==> src/rtl/term1_pkg.sv <==
// Shared types and constants for the term1 capture stage.
package term1_pkg;

   localparam int TERM_W     = 10;
   localparam int SEQ_W_DFLT = 8;

   localparam int S0_BIT = 9;
   localparam int R0_BIT = 8;
   localparam int Q0_BIT = 7;
   localparam int P0_BIT = 6;
   localparam int O0_BIT = 5;
   localparam int N0_BIT = 4;
   localparam int M0_BIT = 3;
   localparam int L0_BIT = 2;
   localparam int K0_BIT = 1;
   localparam int J0_BIT = 0;

   typedef enum logic [1:0] {
      IDLE   = 2'd0,
      SETTLE = 2'd1,
      PUSH   = 2'd2
   } fsm_t;

   // Entry layout at the default tag width; the top packs the same order at its own SEQ_W.
   typedef struct packed {
      logic [TERM_W-1:0]     data;
      logic [SEQ_W_DFLT-1:0] seq;
   } cap_t;

endpackage

==> src/rtl/term1_cap_fifo.sv <==
// Synchronous FIFO for captured term1 samples; head is zero while empty.
module term1_cap_fifo #(
   parameter int WIDTH = 18,
   parameter int DEPTH = 4
) (
   input  logic                     clk,
   input  logic                     rst_n,
   input  logic                     push,
   input  logic [WIDTH-1:0]         wr_data,
   input  logic                     pop,
   output logic [WIDTH-1:0]         rd_data,
   output logic                     full,
   output logic                     empty,
   output logic [$clog2(DEPTH):0]   level
);

   localparam int AW = $clog2(DEPTH);

   logic [WIDTH-1:0] mem [DEPTH];
   logic [AW-1:0]    wr_ptr;
   logic [AW-1:0]    rd_ptr;
   logic             push_ok;
   logic             pop_ok;

   assign empty   = (level == '0);
   assign full    = (level == (AW+1)'(DEPTH));
   assign pop_ok  = pop && !empty;
   // A write into a full FIFO is legal when the head leaves on the same edge.
   assign push_ok = push && (!full || pop_ok);
   assign rd_data = empty ? '0 : mem[rd_ptr];

   always_ff @(posedge clk) begin
      if (push_ok) begin
         mem[wr_ptr] <= wr_data;
      end
   end

   always_ff @(posedge clk or negedge rst_n) begin
      if (!rst_n) begin
         wr_ptr <= '0;
         rd_ptr <= '0;
         level  <= '0;
      end else begin
         if (push_ok) begin
            wr_ptr <= wr_ptr + AW'(1);
         end
         if (pop_ok) begin
            rd_ptr <= rd_ptr + AW'(1);
         end
         case ({push_ok, pop_ok})
            2'b10:   level <= level + (AW+1)'(1);
            2'b01:   level <= level - (AW+1)'(1);
            default: level <= level;
         endcase
      end
   end

endmodule

==> src/rtl/term1_capture.sv <==
// Launch/settle/sample sequencer for the term1 decode outputs, feeding a tagged FIFO.
//
// state  | meaning
// IDLE   | ready for a launch; upstream may change term1 inputs
// SETTLE | counting down while the term1 gate path resolves
// PUSH   | sampling term_in into the FIFO, held while the FIFO is full
module term1_capture
   import term1_pkg::*;
#(
   parameter int SETTLE = 2,
   parameter int DEPTH  = 4,
   parameter int SEQ_W  = 8
) (
   input  logic                     clk,
   input  logic                     rst_n,
   input  logic                     launch_valid,
   output logic                     launch_ready,
   input  logic [TERM_W-1:0]        term_in,
   output logic                     out_valid,
   input  logic                     out_ready,
   output logic [TERM_W-1:0]        out_data,
   output logic [SEQ_W-1:0]         out_seq,
   output logic [$clog2(DEPTH):0]   level,
   output logic                     busy
);

   localparam int ENT_W = TERM_W + SEQ_W;

   fsm_t              state;
   fsm_t              state_nxt;
   logic [3:0]        cnt;
   logic [3:0]        cnt_nxt;
   logic [SEQ_W-1:0]  seq;
   logic              push;
   logic              pop;
   logic              full;
   logic              empty;
   logic [ENT_W-1:0]  rd_data;

   assign out_valid = !empty;
   assign pop       = out_valid && out_ready;

   always_comb begin
      state_nxt    = state;
      cnt_nxt      = cnt;
      push         = 1'b0;
      launch_ready = 1'b0;
      busy         = 1'b1;
      case (state)
         IDLE: begin
            launch_ready = 1'b1;
            busy         = 1'b0;
            if (launch_valid) begin
               cnt_nxt   = 4'(SETTLE - 1);
               state_nxt = term1_pkg::SETTLE;
            end
         end
         term1_pkg::SETTLE: begin
            if (cnt == 4'd0) begin
               state_nxt = PUSH;
            end else begin
               cnt_nxt = cnt - 4'd1;
            end
         end
         PUSH: begin
            if (!full || pop) begin
               push      = 1'b1;
               state_nxt = IDLE;
            end
         end
         default: state_nxt = IDLE;
      endcase
   end

   always_ff @(posedge clk or negedge rst_n) begin
      if (!rst_n) begin
         state <= IDLE;
         cnt   <= 4'd0;
         seq   <= '0;
      end else begin
         state <= state_nxt;
         cnt   <= cnt_nxt;
         if (push) begin
            seq <= seq + SEQ_W'(1);
         end
      end
   end

   term1_cap_fifo #(
      .WIDTH (ENT_W),
      .DEPTH (DEPTH)
   ) u_fifo (
      .clk     (clk),
      .rst_n   (rst_n),
      .push    (push),
      .wr_data ({term_in, seq}),
      .pop     (pop),
      .rd_data (rd_data),
      .full    (full),
      .empty   (empty),
      .level   (level)
   );

   assign out_data = rd_data[ENT_W-1:SEQ_W];
   assign out_seq  = rd_data[SEQ_W-1:0];

endmodule
==> config.mk <==
export PLATFORM = sky130hd
export DESIGN_NAME = term1_capture
export DESIGN_NICKNAME = d
export VERILOG_FILES = /design/src/rtl/term1_pkg.sv /design/src/rtl/term1_cap_fifo.sv /design/src/rtl/term1_capture.sv
export SDC_FILE = /design/constraint.sdc
export NUM_CORES = 1
export LEC_CHECK = 0
export BUFFER_PORTS_ARGS = -buffer_cell sky130_fd_sc_hd__buf_2
export CAP_MARGIN = 25
export CORE_MARGIN = 2
export CORE_UTILIZATION = 55
export DETAILED_ROUTE_END_ITERATION = 7
export GPL_TIMING_DRIVEN = 0
export PLACE_DENSITY = 0.76
export SYNTH_ARGS = -nofsm -noshare
export SYNTH_HDL_FRONTEND = slang
export SYNTH_SLANG_ARGS = --single-unit
==> constraint.sdc <==
create_clock -name clk -period 6.1 [get_ports clk]
set_input_delay 0.305 -clock clk [delete_from_list [all_inputs] [get_ports clk]]
set_output_delay 0.305 -clock clk [all_outputs]
set_load 0.02 [all_outputs]
==> results of run 1 <==
layout by cell type, fill, tap and decap left out, types with 2 or more instances in the layout:
cell | Yosys | routed
clkinv_2 | 0 | 3
xor2_1 | 8 | 8
inv_1 | 9 | 9
nand3_1 | 5 | 5
dfrtp_1 | 21 | 21
xnor2_1 | 5 | 5
mux2_4 | 2 | 2
or4b_1 | 2 | 2
edfxtp_1 | 72 | 72
ha_1 | 7 | 7
clkbuf_1 | 2 | 6
buf_2 | 5 | 42
nor2_1 | 2 | 2
and2_1 | 24 | 24
nor3_1 | 5 | 5
clkbuf_8 | 0 | 9
nand2_1 | 6 | 6
mux4_2 | 18 | 18
routing by layer:
layer / vias up / track usage [%] / wire [um]
met5: - / 0 / 0
met4: 0 / 7.55 / 112
met3: 11 / 4.52 / 281
met2: 40 / 26.9 / 2880
met1: 946 / 23.2 / 2670
li1: 916 / - / -
worst max-delay path: stages (launching register included):
cell	delay [ns]
dfrtp_1	0.46
nor4b_4	0.47
nor2_4	0.14
inv_1	0.08
ha_1	0.18
inv_1	0.06
fa_1	0.37
xor2_1	0.15
nor2_1	0.11
xor2_1	0.15
worst min-delay path by stage:
stage | cells past startpoint | slack, ns | endpoint
after floorplan | 0 | 0.009 | cnt[0]
after detailed placement | 1 | 0.28 | cnt[3]
after global routing | 1 | 0.16 | u_fifo.mem[0][16]
after CTS | 1 | 0.15 | u_fifo.mem[3][9]
final | 1 | 0.16 | u_fifo.mem[2][9]
after global placement | 1 | 0.29 | cnt[3]
stage by stage:
stage	std cells	hold WS, ns	setup WS, ns	power [mW]
after floorplan	216	0.00941	3.95	1.43
after global placement	349	0.286	3.87	1.62
after detailed placement	349	0.283	3.84	1.64
after CTS	366	0.153	3.82	1.97
after global routing	366	0.157	3.63	2.07
final	366	0.162	3.85	1.95
state kept, by name, summed over array words and instances, names as in the netlist:
register       flops
u_fifo.mem        72
state              2
u_fifo.wr_ptr      2
u_fifo.level       3
u_fifo.rd_ptr      2
cnt                4
seq                8
where the power goes:
part	internal (mW)	switching [mW]
Clock	0.147	0.189
Sequential	0.791	0.0809
Combinational	0.339	0.399
final cells by class:
class	instances	area share (%)
Sequential cell	93	62.2
Multi-Input combinational cell	106	25.2
Timing Repair Buffer	38	4.52
Clock buffer	13	3.21
Tap cell	96	2.78
Buffer	8	0.927
Inverter	9	0.782
Clock inverter	3	0.348
logic make-up after synthesis:
kind of cell | after synthesis | share of synthesized area [%]
flip-flops | 93 | 69.8
AND/OR/NAND/NOR | 57 | 9.62
multiplexers | 22 | 11.9
buffers and inverters | 17 | 1.92
XOR/XNOR | 13 | 2.96
adder cells (fa/ha/maj) | 8 | 2.79
AO/OA/AOI/OAI | 6 | 1.07
==> flow_summary.ini, run 1 <==
[logic_synthesis]
synth_ff_type = edfxtp_1
ys_seq_area_share_pct = 69.8
synth.most_common_cell = edfxtp_1
netlist_area_sq_mm = 0.00385
ys_warn_count = 0
synth_area_leader_cell = edfxtp_1
synth_common_cells = 72 x edfxtp_1, 24 x and2_1, 21 x dfrtp_1, 18 x mux4_2, 9 x inv_1
yosysUniqueCellTypes = 39
synth_edf_count = 72
synthCells = 216
async_reset_ff_share_pct = 22.6
syn_avg_cell_area_sq_um = 17.8
synth-seq-cells = 93
synth_top_area_share_pct = 56.1
synthTopCellsByArea = edfxtp_1 56%, dfrtp_1 14%, mux4_2 11%
synth.net_count = 238

[detailed_routing]
first_pass_iters = 4
drt_iter0_markers = 118
drc = 0
num_vias = 1913
wire_per_inst_um = 16.2
antenna_violating_nets_post_route = 0
routed_wl_um = 5950
viasPerCell = 5.23

[global_route]
grt_use_total_pct = 17.2
grt_overflow = 0
antenna_found_initial = 0
grt_start_max_net_pins = 22
grt_pass1_vias = 1828
grt_pass1_wl_um = 9490

[cells_and_area]
final_area_sq_mm = 0.00432
area_delta_synth_final_pct = 12.2
post_route_cells_drive_above_1_share_pct = 29.6
antenna_cells = 0
final-seq-area_sq_mm = 0.00269
post-route-util_pct = 63.6
fin_nets = 287
multi_input_area_sq_mm = 0.00109
nFillCells = 464

[placed_design]
place.gp.congestion = 0.750
postPlaceCellArea_sq_mm = 0.00416
hpwl_um = 3880
port_buffers = 37

[setup_path]
worst-path-max-fanout = 9
path_class = register to register
critPathCapture = u_fifo.level[2]
crit_required_ns = 6.37
cp.arrival_ns = 2.52
r2r_slack_ns = 3.85
r2r_end = u_fifo.level[2]
startpoint = u_fifo.level[0]
r2r-start = u_fifo.level[0]
setup.worst_path.start_class = register
end_kind = register
r2r_cells = 9

[clock_network]
clock_path_buffers = 2
hold_buffers = 1
h-tree-depth = 3
cts_sinks = 93
path_clk_slew_ns = 0.09
cts_root_buffer = clkbuf_8
cts_tree = done
cts_resized = 0
cts_setup_buffers = 0
cts_buffers = 9
clk_latency_ns = 0.35

[timing]
fmax_mhz = 444
fin_skew_ns = 0.0124
finalSetupTns_ns = 0
slew_viol_final = 0
fin_crit_sh_pct = 36.9
grt_setup_unrepaired = false
setup_viol = 0
layout_min_cycle_time_ns = 2.25
max_slew_margin_pct = 35.8
finalHoldViolations = 0
max_slew.worst_pin.slew_ns = 0.963

[floorplanning]
dieArea_sq_mm = 0.00769
pin_count = 38
initial_core_util_pct = 56.7
fp-row-count = 30
die_h_um = 87.7
die_width_um = 87.7
core_sq_mm = 0.00679

[job]
maxCapViolations = 0

[power_and_ir_drop]
leakage_nw = 1.58
ir_drop_mv = 0.319
power_density_mw_per_mm2 = 450

[worst_hold_path]
worstHoldStart = term_in[1]
hp-class = primary input to register

[status]
status = finished, final reports clean
Power figures use the tool's default switching activity.
==> inputs of run 2 (changes only) <==
Settings changed: CORE_UTILIZATION 55 to 52, PLACE_DENSITY 0.76 to 0.75.
Clock period 6.1 ns to 2.03 ns, I/O delays scaled along.
==> run 2 against run 1 <==
Net effect:
- routed wire length grew 5.5%
- sequential power grew to 3.0 times the previous value
- worst hold slack lost 0.083 ns
- via count grew 4.7%
- total power grew to 3.1 times the previous value
- setup slack lost 3.8 ns
- non-clock buffer count grew 17
- register-to-register slack lost 3.8 ns
- critical path type unchanged
- largest cell class unchanged
- highest routed layer unchanged
==> flow_summary.ini, run 2 (synthesis results as in run 1) <==
[detailed_routing]
num_vias = 2002
routed_wl_um = 6270
viasPerCell = 5.19
first_pass_iters = 4
antenna_violating_nets_post_route = 0
drc = 0
wire_per_inst_um = 16.2
drt_iter0_markers = 84

[floorplanning]
pin_count = 38
dieArea_sq_mm = 0.00811
die_h_um = 90.1
fp-row-count = 31
initial_core_util_pct = 53.4
die_width_um = 90.1
core_sq_mm = 0.00721

[setup_path]
r2r_slack_ns = 0.06
r2r_cells = 9
path_class = register to register
setup.worst_path.start_class = register
path_delay_family = simple AND/OR/NAND/NOR gates
end_kind = register
crit_chain = nor4b_4 > nor2_4 > inv_2 > ha_4 > inv_1 > fa_2 > xor2_2 > nor2_1 > xor2_1
worst-path-max-fanout = 6
crit_cells = 9
cp.buffers_inverters = 2
crit_slowest_cell = dfrtp_2
crit_required_ns = 2.32
critical_path.max_stage_delay_ns = 0.46
cp.arrival_ns = 2.25

[cells_and_area]
area_delta_synth_final_pct = 18.0
reg_top3 = u_fifo.mem (72), seq (8), cnt (4)
top_register = u_fifo.mem
final_cell_mix = 72 x edfxtp_1, 40 x buf_2, 20 x and2_1, 20 x dfrtp_1, 18 x mux4_2
largest_reg_flops = 72
post-route-util_pct = 63.0
final_area_sq_mm = 0.00455
post_route_cells_drive_above_1_share_pct = 35.9
antenna_cells = 0
layout_commonest_cell = edfxtp_1
fin_nets = 304

[worst_hold_path]
hp-class = primary input to register
holdPathStages = 3

[placed_design]
port_buffers = 37
place.gp.congestion = 0.726
postPlaceCellArea_sq_mm = 0.00417
hpwl_um = 3990

[global_route]
grt_use_met1_pct = 21.3
grt_pass1_wl_um = 10300
grt_use_met3_pct = 3.35
antenna_found_initial = 0
grtUsageMet2_pct = 28.3
grt_use_total_pct = 16.8
grt_start_max_net_pins = 22
grt_overflow = 0
busiest_layer = met2
grt_pass1_vias = 2063

[timing]
max_slew.worst_pin.slew_ns = 0.640
setup_viol = 0
fin_crit_sh_pct = 96.8
grt_setup_unrepaired = true
layout_min_cycle_time_ns = 1.97
fin_skew_ns = 0.00576
finalHoldViolations = 0
max_slew_margin_pct = 57.2
fmax_mhz = 509
slew_viol_final = 0
fin_hold_ws_ns = 0.0788

[clock_network]
cts_buffers = 9
cts_root_buffer = clkbuf_8
clock_path_buffers = 2
h-tree-depth = 3
clk_latency_ns = 0.35
cts_tree = done
cts_sinks = 93
path_clk_slew_ns = 0.09

[status]
status = finished, final reports clean

[power_and_ir_drop]
leakage_nw = 1.67
ir_drop_mv = 0.955
power_density_mw_per_mm2 = 1340

[job]
maxCapViolations = 0
==> run 2: worst register-to-register path: cells and delay by family (launching register included) <==
| family | cells | cell delay [ns] |
|---|---|---|
| buf+inv | 2 | 0.13 |
| fa+ha+maj | 2 | 0.47 |
| flops | 1 | 0.46 |
| simple gates | 3 | 0.55 |
| xor+xnor | 2 | 0.30 |
==> run 2: path summary, 6_finish.rpt <==
| kind | from | endpoint |
|---|---|---|
| worst max-delay path | u_fifo.level[0] | u_fifo.level[2] |
| worst min-delay path | out_ready | u_fifo.rd_ptr[1] |
| worst max register to register | u_fifo.level[0] | u_fifo.level[2] |
| worst min register to register | seq[7] | seq[7] |
| max in group asynchronous | rst_n | u_fifo.level[0] |
| min in group asynchronous | rst_n | cnt[3] |
==> run 2: final cells by class <==
class | count | area [sq um]
Clock buffer | 9 | 124
Multi-Input combinational cell | 106 | 1120
Inverter | 9 | 33.8
Clock inverter | 7 | 57.6
Timing Repair Buffer | 55 | 348
Sequential cell | 93 | 2690
Buffer | 8 | 47.5
Fill cell | 524 | 2670
Tap cell | 99 | 124
==> run 2: metal layers <==
metal | part of all wire (%) | vias up
met1 | 43 | 1005
met3 | 3.8 | 11
met2 | 51 | 34
met4 | 1.8 | 0
met5 | 0 | -
li1 | - | 952
==> run 2: repair_timing <==
item / CTS / global route
resized for setup: 5 / 9
hold buffers: 11 / 0
endpoints found under the setup margin: 82 / 20
setup buffers: 1 / 6
pin swaps: 1 / 3
hold endpoints to repair: 61 / 0
==> run 2: power by group <==
group	leakage, nW	internal, mW	switching [mW]
combinational	0.706	1.12	1.24
sequential	0.885	2.38	0.241
clock	0.0829	0.459	0.663
total	1.67	3.96	2.14
==> run 2: through the flow <==
step / setup TNS, ns / power, mW / worst slack [ns] / instances
final: 0 / 6.10 / 0.0648 / 386
after global routing: -0.0501 / 6.48 / -0.0501 / 386
after CTS: -0.0940 / 6.06 / -0.0940 / 380
after detailed placement: -6.13 / 4.94 / -0.174 / 352
after global placement: -2.33 / 4.87 / -0.104 / 352
after floorplan: -0.0155 / 4.31 / -0.0155 / 216
==> inputs of run 3 (changes only) <==
Settings changed: ABC_AREA set to 1, CORE_UTILIZATION 52 to 53, PLACE_DENSITY 0.75 to 0.76.
==> run 3 against run 2 <==
Net effect:
- sequential share of layout area fell by 1.7 points
- total power increased by 11%
- worst hold slack got worse by 0.068 ns
- first-iteration DRC count increased to 2.6 times the previous value
- clock power rose by 5%
- register-to-register slack better by 0.03 ns
- die area up 1.8%
- clock skew rose by 0.0064 ns
- combinational power rose by 29%
- cell count up 36%
==> flow_summary.ini, run 3 <==
[floorplanning]
fp-row-count = 31
dieArea_sq_mm = 0.00825
die_h_um = 90.9
core_sq_mm = 0.00729
die_width_um = 90.9
pin_count = 38
initial_core_util_pct = 54.8

[logic_synthesis]
synthCells = 358
synth.most_common_cell = nor2_1
netlist_area_sq_mm = 0.00400
synthTopCellsByArea = edfxtp_1 54%, dfrtp_1 13%, nor2_1 8.3%
synthXorXnorAreaFrac_pct = 1.31
syn_avg_cell_area_sq_um = 11.2
synth_edf_count = 72
synth_mux_area_share_pct = 0
synth_compound_area_share_pct = 8.61
yosys.area_share.adder_pct = 2.69
synth_top_family_by_area = simple AND/OR/NAND/NOR gates
synth_area_leader_cell = edfxtp_1
ys_warn_count = 0
synth_common_cells = 88 x nor2_1, 72 x edfxtp_1, 39 x nand2_1, 34 x o21ai_1
synth-seq-cells = 93
yosysUniqueCellTypes = 26
synth_top_area_share_pct = 54.1
ys_seq_area_share_pct = 67.2
async_reset_ff_share_pct = 22.6
synth_ff_type = edfxtp_1
synth.net_count = 380
synth-simple-area-share_pct = 14.9

[placed_design]
hpwl_um = 5230
port_buffers = 37
place.gp.congestion = 0.830
dp_slack_ns = -0.0724
dp.cells = 498

[power_and_ir_drop]
leakage_nw = 1.86
ir_drop_mv = 0.751
power_density_mw_per_mm2 = 1440
p_total_mw = 6.75

[timing]
setup_viol = 0
max_slew_margin_pct = 58.0
fmax_mhz = 517
slew_viol_final = 0
finalHoldViolations = 0
fin_crit_sh_pct = 95.2
layout_min_cycle_time_ns = 1.93
max_slew.worst_pin.slew_ns = 0.630
fin_hold_ws_ns = 0.0109
layout_setup_ws_ns = 0.0969
fin_skew_ns = 0.0121

[detailed_routing]
wire_per_inst_um = 15.3
viasPerCell = 5.18
antenna_violating_nets_post_route = 0
num_vias = 2724
drc = 0
routed_wl_um = 8030
drt_iter0_markers = 216
first_pass_iters = 5

[setup_path]
end_kind = register
crit_required_ns = 2.28
setup.worst_path.start_class = register
crit_slowest_cell = dfrtp_2
worst-path-max-fanout = 11
cp.arrival_ns = 2.18
critical_path.max_stage_delay_ns = 0.45
path_class = register to register
crit_chain = nor2_4 > nand2_2 > nand2_4 > ha_1 > inv_1 > fa_2 > a21oi_2 > o21ai_1 > xor2_1

[clock_network]
clock_path_buffers = 2
clk_latency_ns = 0.37
cts_buffers = 9
cts_sinks = 93
h-tree-depth = 3
path_clk_slew_ns = 0.10
cts_root_buffer = clkbuf_8
cts_tree = done

[cells_and_area]
top_register = u_fifo.mem
antenna_cells = 0
layout.cells.non_filler = 526
fin_nets = 444
largest_reg_flops = 72
final_cell_mix = 83 x nor2_1, 72 x edfxtp_1, 42 x buf_2, 39 x nand2_1, 35 x o21ai_1
reg_top3 = u_fifo.mem (72), seq (8), cnt (4)
layout_commonest_cell = nor2_1
area_delta_synth_final_pct = 17.3
post_route_cells_drive_above_1_share_pct = 22.2
nFillCells = 610

[global_route]
grt_start_max_net_pins = 22
antenna_found_initial = 0
grt_overflow = 0
grt_use_total_pct = 21.0
grt_pass1_vias = 2593
grt_pass1_wl_um = 13100

[status]
status = finished, final reports clean

[job]
maxCapViolations = 0

[worst_hold_path]
hp-class = primary input to register
[run 3: timing repair]
action                                  in CTS  in global routing
endpoints found under the hold margin       61                  0
hold buffers                                11                  0
buffers inserted                             2                  0
resized for setup                            0                  6
endpoints found under the setup margin       1                  2
pin swaps                                    1                  1
[run 3: routing by layer]
metal | vias to the layer above | share of wire (%) | track usage [%]
met5 | - | 0 | 0
met4 | 0 | 1.9 | 9.34
met3 | 13 | 5.0 | 4.34
met2 | 84 | 49 | 32.5
met1 | 1295 | 44 | 28.9
li1 | 1332 | - | -
[run 3: cells by family (layout without fill, tap and decap cells)]
| group | after synthesis | in the layout |
|---|---|---|
| DFF | 93 | 93 |
| xor gates and xnor gates | 6 | 6 |
| adders and majority gates | 8 | 8 |
| AOI/OAI and AO/OA | 68 | 68 |
| and+or+nand+nor | 144 | 144 |
| buffers and inverters | 39 | 108 |
[run 3: layout make-up]
cell class / instances / area, sq um / share of cell area [%]
buffer: 12 / 96.3 / 2.05
clock buffer: 9 / 124 / 2.64
clock inverter: 7 / 62.6 / 1.33
inverter: 26 / 100 / 2.14
multi-input combinational: 226 / 1120 / 23.9
sequential: 93 / 2690 / 57.4
tap: 99 / 124 / 2.64
timing repair buffer: 54 / 370 / 7.90
[run 3: worst max-delay path: cells and delay by family, from the launching register on]
family / cells / cell delay, ns
AOI/OAI and AO/OA: 2 / 0.21
xor gates and xnor gates: 1 / 0.15
DFF: 1 / 0.45
adders and majority gates: 2 / 0.52
and+or+nand+nor: 3 / 0.41
buffers and inverters: 1 / 0.07
[run 3: report_power, final]
part           internal, mW  switching [mW]
registers              2.35           0.183
clock network         0.473           0.702
logic                  1.05            1.98
total                  3.88            2.87
[run 3: worst paths after layout]
path,depth (start not counted),to,from,slack [ns]
max,9,u_fifo.level[2],u_fifo.level[1],0.1
max reg2reg,9,u_fifo.level[2],u_fifo.level[1],0.1
min in group asynchronous,2,u_fifo.level[0],rst_n,0.23
min reg2reg,2,cnt[3],cnt[3],0.55
min,4,cnt[3],launch_valid,0.01
max in group asynchronous,2,u_fifo.level[1],rst_n,1.45
[run 3: metrics by stage]
step | setup TNS, ns | instance area (sq um) | util, %
after detailed placement | -0.0724 | 4380 | 60.1
after global placement | -41.97 | 4310 | 59.1
final | 0 | 4690 | 64.3
after global routing | -0.000556 | 4690 | 64.3
after floorplan | -2.88 | 4000 | -
after CTS | 0 | 4690 | 64.3
